**config.mk**
```make
export PLATFORM = sky130hd
export DESIGN_NAME = led_shift_ctrl
export DESIGN_NICKNAME = d
export VERILOG_FILES = /design/src/rtl/led_shift_pkg.sv /design/src/rtl/btn_sync.sv /design/src/rtl/led_shift_ctrl.sv
export SDC_FILE = /design/constraint.sdc
export NUM_CORES = 1
export LEC_CHECK = 0
export ABC_CLOCK_PERIOD_IN_PS = 2400
export CAP_MARGIN = 20
export CORE_ASPECT_RATIO = 1.75
export CORE_MARGIN = 4
export CORE_UTILIZATION = 51
export DETAILED_ROUTE_END_ITERATION = 8
export PLACE_DENSITY = 0.75
export SLEW_MARGIN = 20
export SYNTH_ARGS = -nofsm -noshare
export SYNTH_HDL_FRONTEND = slang
export SYNTH_SLANG_ARGS = --single-unit
```
**constraint.sdc**
```tcl
create_clock -name clk_i -period 2.4 [get_ports clk_i]
set_input_delay 0.48 -clock clk_i [delete_from_list [all_inputs] [get_ports clk_i]]
set_output_delay 0.48 -clock clk_i [all_outputs]
set_load 0.005 [all_outputs]
```
**src/rtl/led_shift_pkg.sv**
```systemverilog
// Shared types and constants for the LED-shift sequencing controller.
package led_shift_pkg;

  typedef enum logic [1:0] {
    IDLE    = 2'd0,
    LEFT    = 2'd1,
    RIGHT   = 2'd2,
    BLOCKED = 2'd3
  } shift_state_e;

  localparam int NUM_DIGITS = 6;
  localparam int BCD_W      = 4;

  // The requested motion depends only on the synchronized button levels.
  // A conflict never prefers one side.
  function automatic shift_state_e next_state(input logic l, input logic r);
    shift_state_e s;
    s = IDLE;
    case ({l, r})
      2'b10:   s = LEFT;
      2'b01:   s = RIGHT;
      2'b11:   s = BLOCKED;
      default: s = IDLE;
    endcase
    return s;
  endfunction

endpackage

```
**src/rtl/btn_sync.sv**
```systemverilog
// Multi-bit flop-chain synchronizer for asynchronous button levels.
// A reset clears every stage to 0.
module btn_sync #(
  parameter int WIDTH  = 2,
  parameter int STAGES = 2
) (
  input  logic             clk_i,
  input  logic             reset_i,
  input  logic [WIDTH-1:0] d_i,
  output logic [WIDTH-1:0] q_o
);

  logic [STAGES-1:0][WIDTH-1:0] r_sync;

  // NOTE: sequential state uses non-blocking assignments, so every stage samples the pre-edge value of the stage before it.
  always_ff @(posedge clk_i) begin
    if (reset_i) r_sync <= '0;
    else         r_sync <= {r_sync[STAGES-2:0], d_i};
  end

  assign q_o = r_sync[STAGES-1];

endmodule

```
**src/rtl/led_shift_ctrl.sv**
```systemverilog
// Button-driven one-hot LED stepper for the DE10-Lite demo.
// It gates the external tick counter and keeps a BCD count of the steps it executes.
module led_shift_ctrl
  import led_shift_pkg::*;
#(
  parameter int NUM_LEDS    = 10,
  parameter int SYNC_STAGES = 2
) (
  input  logic                          clk_i,
  input  logic                          reset_i,
  input  logic                          btn_left_ni,
  input  logic                          btn_right_ni,
  input  logic                          cnt_overflow_i,
  output logic                          cnt_enable_o,
  output logic [NUM_LEDS-1:0]           led_o,
  output logic [$clog2(NUM_LEDS)-1:0]   pos_o,
  output logic                          dir_o,
  output logic                          moving_o,
  output logic [NUM_DIGITS*BCD_W-1:0]   steps_bcd_o
);

  localparam int                POS_W   = $clog2(NUM_LEDS);
  localparam int                STEPS_W = NUM_DIGITS * BCD_W;
  localparam logic [POS_W-1:0]  POS_MAX = POS_W'(NUM_LEDS - 1);

  function automatic logic [STEPS_W-1:0] bcd_inc(input logic [STEPS_W-1:0] v);
    logic [STEPS_W-1:0] res;
    logic               carry;
    res   = v;
    carry = 1'b1;
    for (int i = 0; i < NUM_DIGITS; i++) begin
      if (carry) begin
        if (v[i*BCD_W +: BCD_W] == BCD_W'(9)) begin
          res[i*BCD_W +: BCD_W] = '0;
        end else begin
          res[i*BCD_W +: BCD_W] = v[i*BCD_W +: BCD_W] + BCD_W'(1);
          carry                 = 1'b0;
        end
      end
    end
    return res;
  endfunction

  logic [1:0]         w_lr;
  shift_state_e       w_next;
  shift_state_e       r_state;
  logic               r_moving;
  logic [POS_W-1:0]   r_pos;
  logic [NUM_LEDS-1:0] r_led;
  logic               r_dir;
  logic [STEPS_W-1:0] r_steps;

  btn_sync #(
    .WIDTH  (2),
    .STAGES (SYNC_STAGES)
  ) u_btn_sync (
    .clk_i   (clk_i),
    .reset_i (reset_i),
    .d_i     (~{btn_left_ni, btn_right_ni}),
    .q_o     (w_lr)
  );

  assign w_next = next_state(w_lr[1], w_lr[0]);

  // The enable is registered together with the state, so it cannot glitch.
  always_ff @(posedge clk_i) begin
    if (reset_i) begin
      r_state  <= IDLE;
      r_moving <= 1'b0;
    end else begin
      r_state  <= w_next;
      r_moving <= (w_next == LEFT) || (w_next == RIGHT);
    end
  end

  // A step acts on the state held before this edge, even when that state is being left.
  always_ff @(posedge clk_i) begin
    if (reset_i) begin
      r_pos   <= '0;
      r_led   <= NUM_LEDS'(1);
      r_dir   <= 1'b0;
      r_steps <= '0;
    end else if (cnt_overflow_i) begin
      case (r_state)
        LEFT: begin
          r_pos   <= (r_pos == POS_MAX) ? '0 : r_pos + POS_W'(1);
          r_led   <= {r_led[NUM_LEDS-2:0], r_led[NUM_LEDS-1]};
          r_dir   <= 1'b1;
          r_steps <= bcd_inc(r_steps);
        end
        RIGHT: begin
          r_pos   <= (r_pos == '0) ? POS_MAX : r_pos - POS_W'(1);
          r_led   <= {r_led[0], r_led[NUM_LEDS-1:1]};
          r_dir   <= 1'b0;
          r_steps <= bcd_inc(r_steps);
        end
        default: ;
      endcase
    end
  end

  assign cnt_enable_o = r_moving;
  assign moving_o     = r_moving;
  assign pos_o        = r_pos;
  assign led_o        = r_led;
  assign dir_o        = r_dir;
  assign steps_bcd_o  = r_steps;

endmodule

```
==> run summary <==
### Floorplanning
- **DIE HEIGHT** 96.1 um
- **Placement Rows** 31
- **width of the die** 58.3 um
- **starting density of the core** 53.5%
- **die area** 5610 sq um
- **placeable core region** 4230 sq um
- **num ports** 46

### Final layout
- **commonest non-fill, non-tap cells in the layout** 46 x sky130_fd_sc_hd__dfxtp_1, 45 x sky130_fd_sc_hd__clkdlybuf4s50_1, 35 x sky130_fd_sc_hd__nor2_1
- **most common cell after layout, fill and taps aside** sky130_fd_sc_hd__dfxtp_1
- **area growth from synthesis to layout** 25.5%
- **layout cell share with drive strength beyond 1** 8.42%
- **fill cell count** 374
- **total area of sequential cells** 921 sq um
- **Antenna Cells** 0
- **area of combinational cells with multiple inputs** 1230 sq um
- **number of nets at the end of the flow** 307
- **post-layout util** 67.2%

### Placement
- **Post-Place Setup Slack** 0.295 ns
- **Post-DP HPWL** 3.21 mm
- **Routability Congestion** 0.764
- **count of buffers from port buffering** 45

### Clock network
- **clock tree from TritonCTS** yes
- **postcts setup bufs** 0
- **clock buffers created by TritonCTS** 5
- **clock insertion delay at the later pin of the skew report** 0.29 ns
- **CTS sink count** 46
- **root buffer cell** sky130_fd_sc_hd__clkbuf_8
- **hold buffer count at CTS** 0
- **Resize count post-CTS** 0
- **Clock Tree Buf Depth** 2
- **clock transition at the registers of the reported paths** 0.08 ns
- **count of H-tree levels built during CTS** 2

### Detailed routing
- **1st-iter DRT viols** 85
- **Final Routed Wirelength** 4.52 mm
- **average via count per standard cell** 5.50
- **Antenna Violating Nets Remaining** 0
- **wire per inst** 13.1 um
- **via total after detailed routing** 1903
- **number of remaining DRC errors** 0
- **drt pass-1 iters** 4

### Timing
- **final count of hold timing violations** 0
- **final setup fails** 0
- **worst setup skew after layout** 0.00409 ns
- **clock period minus final worst setup slack** 1.91 ns
- **setup repair after global routing missed its margin** no
- **part of the cycle the worst path needs** 79.5%
- **worst-case setup margin in the final layout** 0.492 ns
- **Slew Viols, Final** 0
- **Max-slew headroom** 73.7%
- **aggregate negative setup slack** 0 ns
- **Slew @ Worst Pin** 0.393 ns
- **FMAX** 524 MHz

### Setup path
- **CP bufs+invs** 1
- **biggest cell delay along the critical path** 0.58 ns
- **r2r setup slk** 0.62 ns
- **family of cells with the greatest summed delay on the critical path** buffers and inverters
- **classification of the worst setup path** reg -> out
- **required time reported for the critical path endpoint** 1.92 ns
- **worst path cell trace** clkdlybuf4s50_1
- **arrival time of the worst setup path** 1.43 ns
- **kind of end point of the critical path** primary output
- **R2R cell count** 7
- **RR Endpoint** steps_bcd_o[21]
- **Critical-path top delay cell** sky130_fd_sc_hd__clkdlybuf4s50_1
- **Max Fanout on Critical Path** 11
- **source of the worst register-to-register timing path** r_state[0]
- **startpoint class of the critical path** register

### Synthesis
- **number of synthesized register bits** 46
- **Most used DFF post-synth** sky130_fd_sc_hd__dfxtp_1
- **fraction of the yosys area taken by sequential cells** 40.7%
- **post-synthesis compound-gate area fraction** 18.2%
- **main combinational cell family by area after synthesis** simple AND/OR/NAND/NOR gates
- **yosys warns** 0
- **fraction of synthesized area in multiplexers** 6.25%
- **number of synthesized flops with an enable pin** 0
- **Synth Instances** 257
- **xor/xnor share of the synthesized area** 5.42%
- **Synth cell types** 43
- **mean instance size in the synthesized netlist** 8.80 sq um
- **cell area after technology mapping** 2260 sq um
- **post-synthesis simple-gate area fraction** 21.1%
- **synthesized net count** 268
- **Synth Area in Adders** 3.32%
- **proportion of register bits with asynchronous set or reset after synthesis** 0%

### Power
- **total leakage power** 0.000951 uW
- **worst IR drop on VDD** 0.460 mV
- **P per Cell Area** 481 nW/um^2

### Worst hold path
- **Min-Delay Path Depth** 1
- **Hold Crit Start** u_btn_sync.r_sync[1]
- **Hold Path End** u_btn_sync.q_o[1]
- **worst min path class** reg -> reg

### Global route
- **number of antenna violations at the first check in global routing** 0
- **pin count of the biggest net entering global routing** 45
- **vias in the first global route** 1780
- **leftover overflow at the end of global routing** 0
- **first-pass GRT wire length** 7.84 mm
- **combined global-route utilization of all metal layers** 17.7%

### Flow run
- **count of max-cap constraint violations** 0

### Status
- **status** finished clean

[Yosys cell counts, drive strengths merged, types with 5 or more instances]
| cell type | number | area (sq um) |
|---|---|---|
| o21ai | 14 | 70.1 |
| xor2 | 5 | 43.8 |
| inv | 11 | 41.3 |
| ha | 6 | 75.1 |
| nand2 | 11 | 41.3 |
| xnor2 | 9 | 78.8 |
| mux2i | 13 | 130 |
| nor2b | 13 | 81.3 |
| a21oi | 19 | 98.9 |
| buf | 8 | 37.5 |
| clkbuf | 9 | 33.8 |
| dfxtp | 46 | 921 |
| a211oi | 13 | 113 |
| nor3 | 6 | 30.0 |
| nor2 | 35 | 131 |
[routing by layer]
layer  vias to the layer above  GRT usage [%]  wire [um]
li1                        971              -          -
met1                       896           20.3       1930
met2                        29           31.5       2380
met3                         7           3.62        149
met4                         0           6.38         68
met5                         -              0          0
[logic make-up after synthesis]
group           after synthesis
buf+inv                      28
flops                        46
compound gates               62
xor+xnor                     14
simple gates                 87
fa+ha+maj                     6
mux                          14
[flip-flops by register name, summed over array words and instances, names as in the netlist]
name	count
steps_bcd_o	24
led_o	10
pos_o	4
r_state	2
u_btn_sync.q_o	2
u_btn_sync.r_sync	2
cnt_enable_o	1
dir_o	1
[worst max path at each step]
stage / from / end / slack [ns] / cells after the start
finish: pos_o[0] / pos_o[0] / 0.49 / 1
global route: r_state[0] / steps_bcd_o[7] / 0.40 / 7
floorplan: r_state[0] / pos_o[2] / 0.74 / 8
global placement: cnt_overflow_i / pos_o[2] / 0.35 / 7
CTS: pos_o[0] / pos_o[0] / 0.48 / 1
detailed placement: cnt_overflow_i / pos_o[2] / 0.29 / 7
[where the power goes]
part / total, uW / switching [uW] / internal (uW)
registers: 791 / 14.1 / 777
clock network: 482 / 250 / 233
logic: 91.9 / 43.9 / 48.0
[layout make-up]
cell class                      instances  area share (%)
Timing Repair Buffer                   49            17.4
Tap cell                               49            2.16
Inverter                               11            1.45
Multi-Input combinational cell        183            43.4
Clock inverter                          1           0.176
Clock buffer                            7            3.04
Sequential cell                        46            32.4
[stage by stage]
step | power [uW] | area (sq um) | hold slack (ns) | instances
global route | 1420 | 2840 | 0.467 | 346
detailed placement | 902 | 2750 | 0.427 | 338
global placement | 901 | 2750 | 0.417 | 338
finish | 1370 | 2840 | 0.441 | 346
floorplan | 859 | 2260 | 0.414 | 257
CTS | 1380 | 2840 | 0.447 | 346
(Power assumes the default switching activity.)
==> RTL change (config.mk and constraints unchanged) <==
Re-encode `shift_state_e` (4 states) as one-hot, 4 bits wide.
--- a/src/rtl/led_shift_pkg.sv
+++ b/src/rtl/led_shift_pkg.sv
@@ -3,7 +3,7 @@
 
-  typedef enum logic [1:0] {
-    IDLE    = 2'd0,
-    LEFT    = 2'd1,
-    RIGHT   = 2'd2,
-    BLOCKED = 2'd3
+  typedef enum logic [3:0] {
+    IDLE    = 4'b0001,
+    LEFT    = 4'b0010,
+    RIGHT   = 4'b0100,
+    BLOCKED = 4'b1000
   } shift_state_e;
Behaviour: same outputs for any inputs over 10 cycles, from zero or initial values and one cycle with reset_i high; not proved beyond that.
==> RTL change against the unedited design <==
Sequential cell count increased by 2. Routed wire length up 21%. Synthesized area grew 4.6%. Setup slack got worse by 0.34 ns. Die area increased by 4.1%. Final area is 8.2% higher. Combinational power decreased by 42%. Power grew 21%. Count of clock-buffer cells in the layout fell by 2. Clock power is 65% higher. Hold slack gained 0.010 ns. Largest power group unchanged.
==> RTL change: results (changes against the unedited design) <==
stage	metric	value	unit	change
run_status	outcome	finished clean		
route	via_per_inst	5.82		+5.8%
finish	multi_input_area	0.00130	mm^2	+5.5%
finish	seq_share	31.3	%	-1.1 points
finish	clk_share	5.18	%	+2.0 points
place	gp_congestion	0.771		+0.98%
yosys	synthTopCellsByArea	dfxtp_1, nand2_1, nor2b_1		
place	dp_slack	-0.118	ns	-0.413 ns
route	drt_iter0_drc	126		+48%
finish	fillers	379		+1.3%
yosys	synth_compound_area_share	17.7	%	-0.54 points
setup_path	cp_top_family	simple AND/OR/NAND/NOR gates		
global_route	grt_pass1_wl	9360	um	+19%
yosys	synth_mux_area_share	0.846	%	-5.4 points
setup_path	crit_path_top_delay_cell	or4_1		
global_route	grt_use_met3	4.23	%	+0.61 points
setup_path	crit_fanout	10		-1
global_route	track_usage	19.7	%	+2.1 points
route	routedWlPerCell	14.4	um	+10%
pwr	p_leak	1.04	nW	+8.9%
route	wl_met2	2860	um	+20%
place	dp_hpwl	3740	um	+16%
global_route	grt_use_met2	33.7	%	+2.2 points
yosys	synth_fa_ha_area_share	2.11	%	-1.2 points
finish	post-route-util	69.1	%	+1.9 points
timing	finClkSkew	0.00314	ns	-0.000958 ns
timing	worstMarginPinSlew	0.516	ns	+0.123 ns
place	placed_cell_area	0.00291	mm^2	+6.0%
global_route	grt_max_degree	51		+13%
RTL change: changes by cell type after synthesis, moves of 4 or more:
cell / change
a211oi_1: -10
a311oi_1: +8
a31oi_1: +5
buf_1: -4
mux2i_1: -11
nand2_1: +19
nand3_1: +4
nor2_1: -9
nor2b_1: +5
nor3_1: -5
o31ai_1: +5
or4_1: +9
xnor2_1: -6
RTL change: worst register-to-register path: stages (launching register included):
cell and delay (ns):
dfxtp_1 0.49, nor4bb_1 0.53, nand3_1 0.30, or4_1 0.54
a21oi_1 0.14
RTL change: worst paths after layout:
| path | from | endpoint | slack [ns] | depth (start not counted) |
|---|---|---|---|---|
| worst max register to register | steps_bcd_o[8]$_SDFFE_PP0P_ | steps_bcd_o[20]$_SDFFE_PP0P_ | 0.34 | 4 |
| worst min register to register | u_btn_sync.r_sync[1]$_SDFF_PP0_ | u_btn_sync.q_o[1]$_SDFF_PP0_ | 0.45 | 1 |
| worst min-delay path | u_btn_sync.r_sync[1]$_SDFF_PP0_ | u_btn_sync.q_o[1]$_SDFF_PP0_ | 0.45 | 1 |
| worst max-delay path | cnt_overflow_i | steps_bcd_o[15]$_SDFFE_PP0P_ | 0.15 | 6 |
RTL change: power by group through the flow:
stage,Clock (W),Combinational (W),Sequential [W]
floorplan,0,0.0000281,0.000827
global placement,0,0.0000515,0.000827
detailed placement,0,0.0000527,0.000828
CTS,0.000809,0.0000532,0.000809
global route,0.000835,0.0000578,0.000811
finish,0.000793,0.0000529,0.000809
RTL change: kinds of logic after synthesis:
kind of cell	Yosys count
simple gates	129
compound gates	67
flops	48
buf+inv	25
xor+xnor	7
fa+ha+maj	4
mux	2
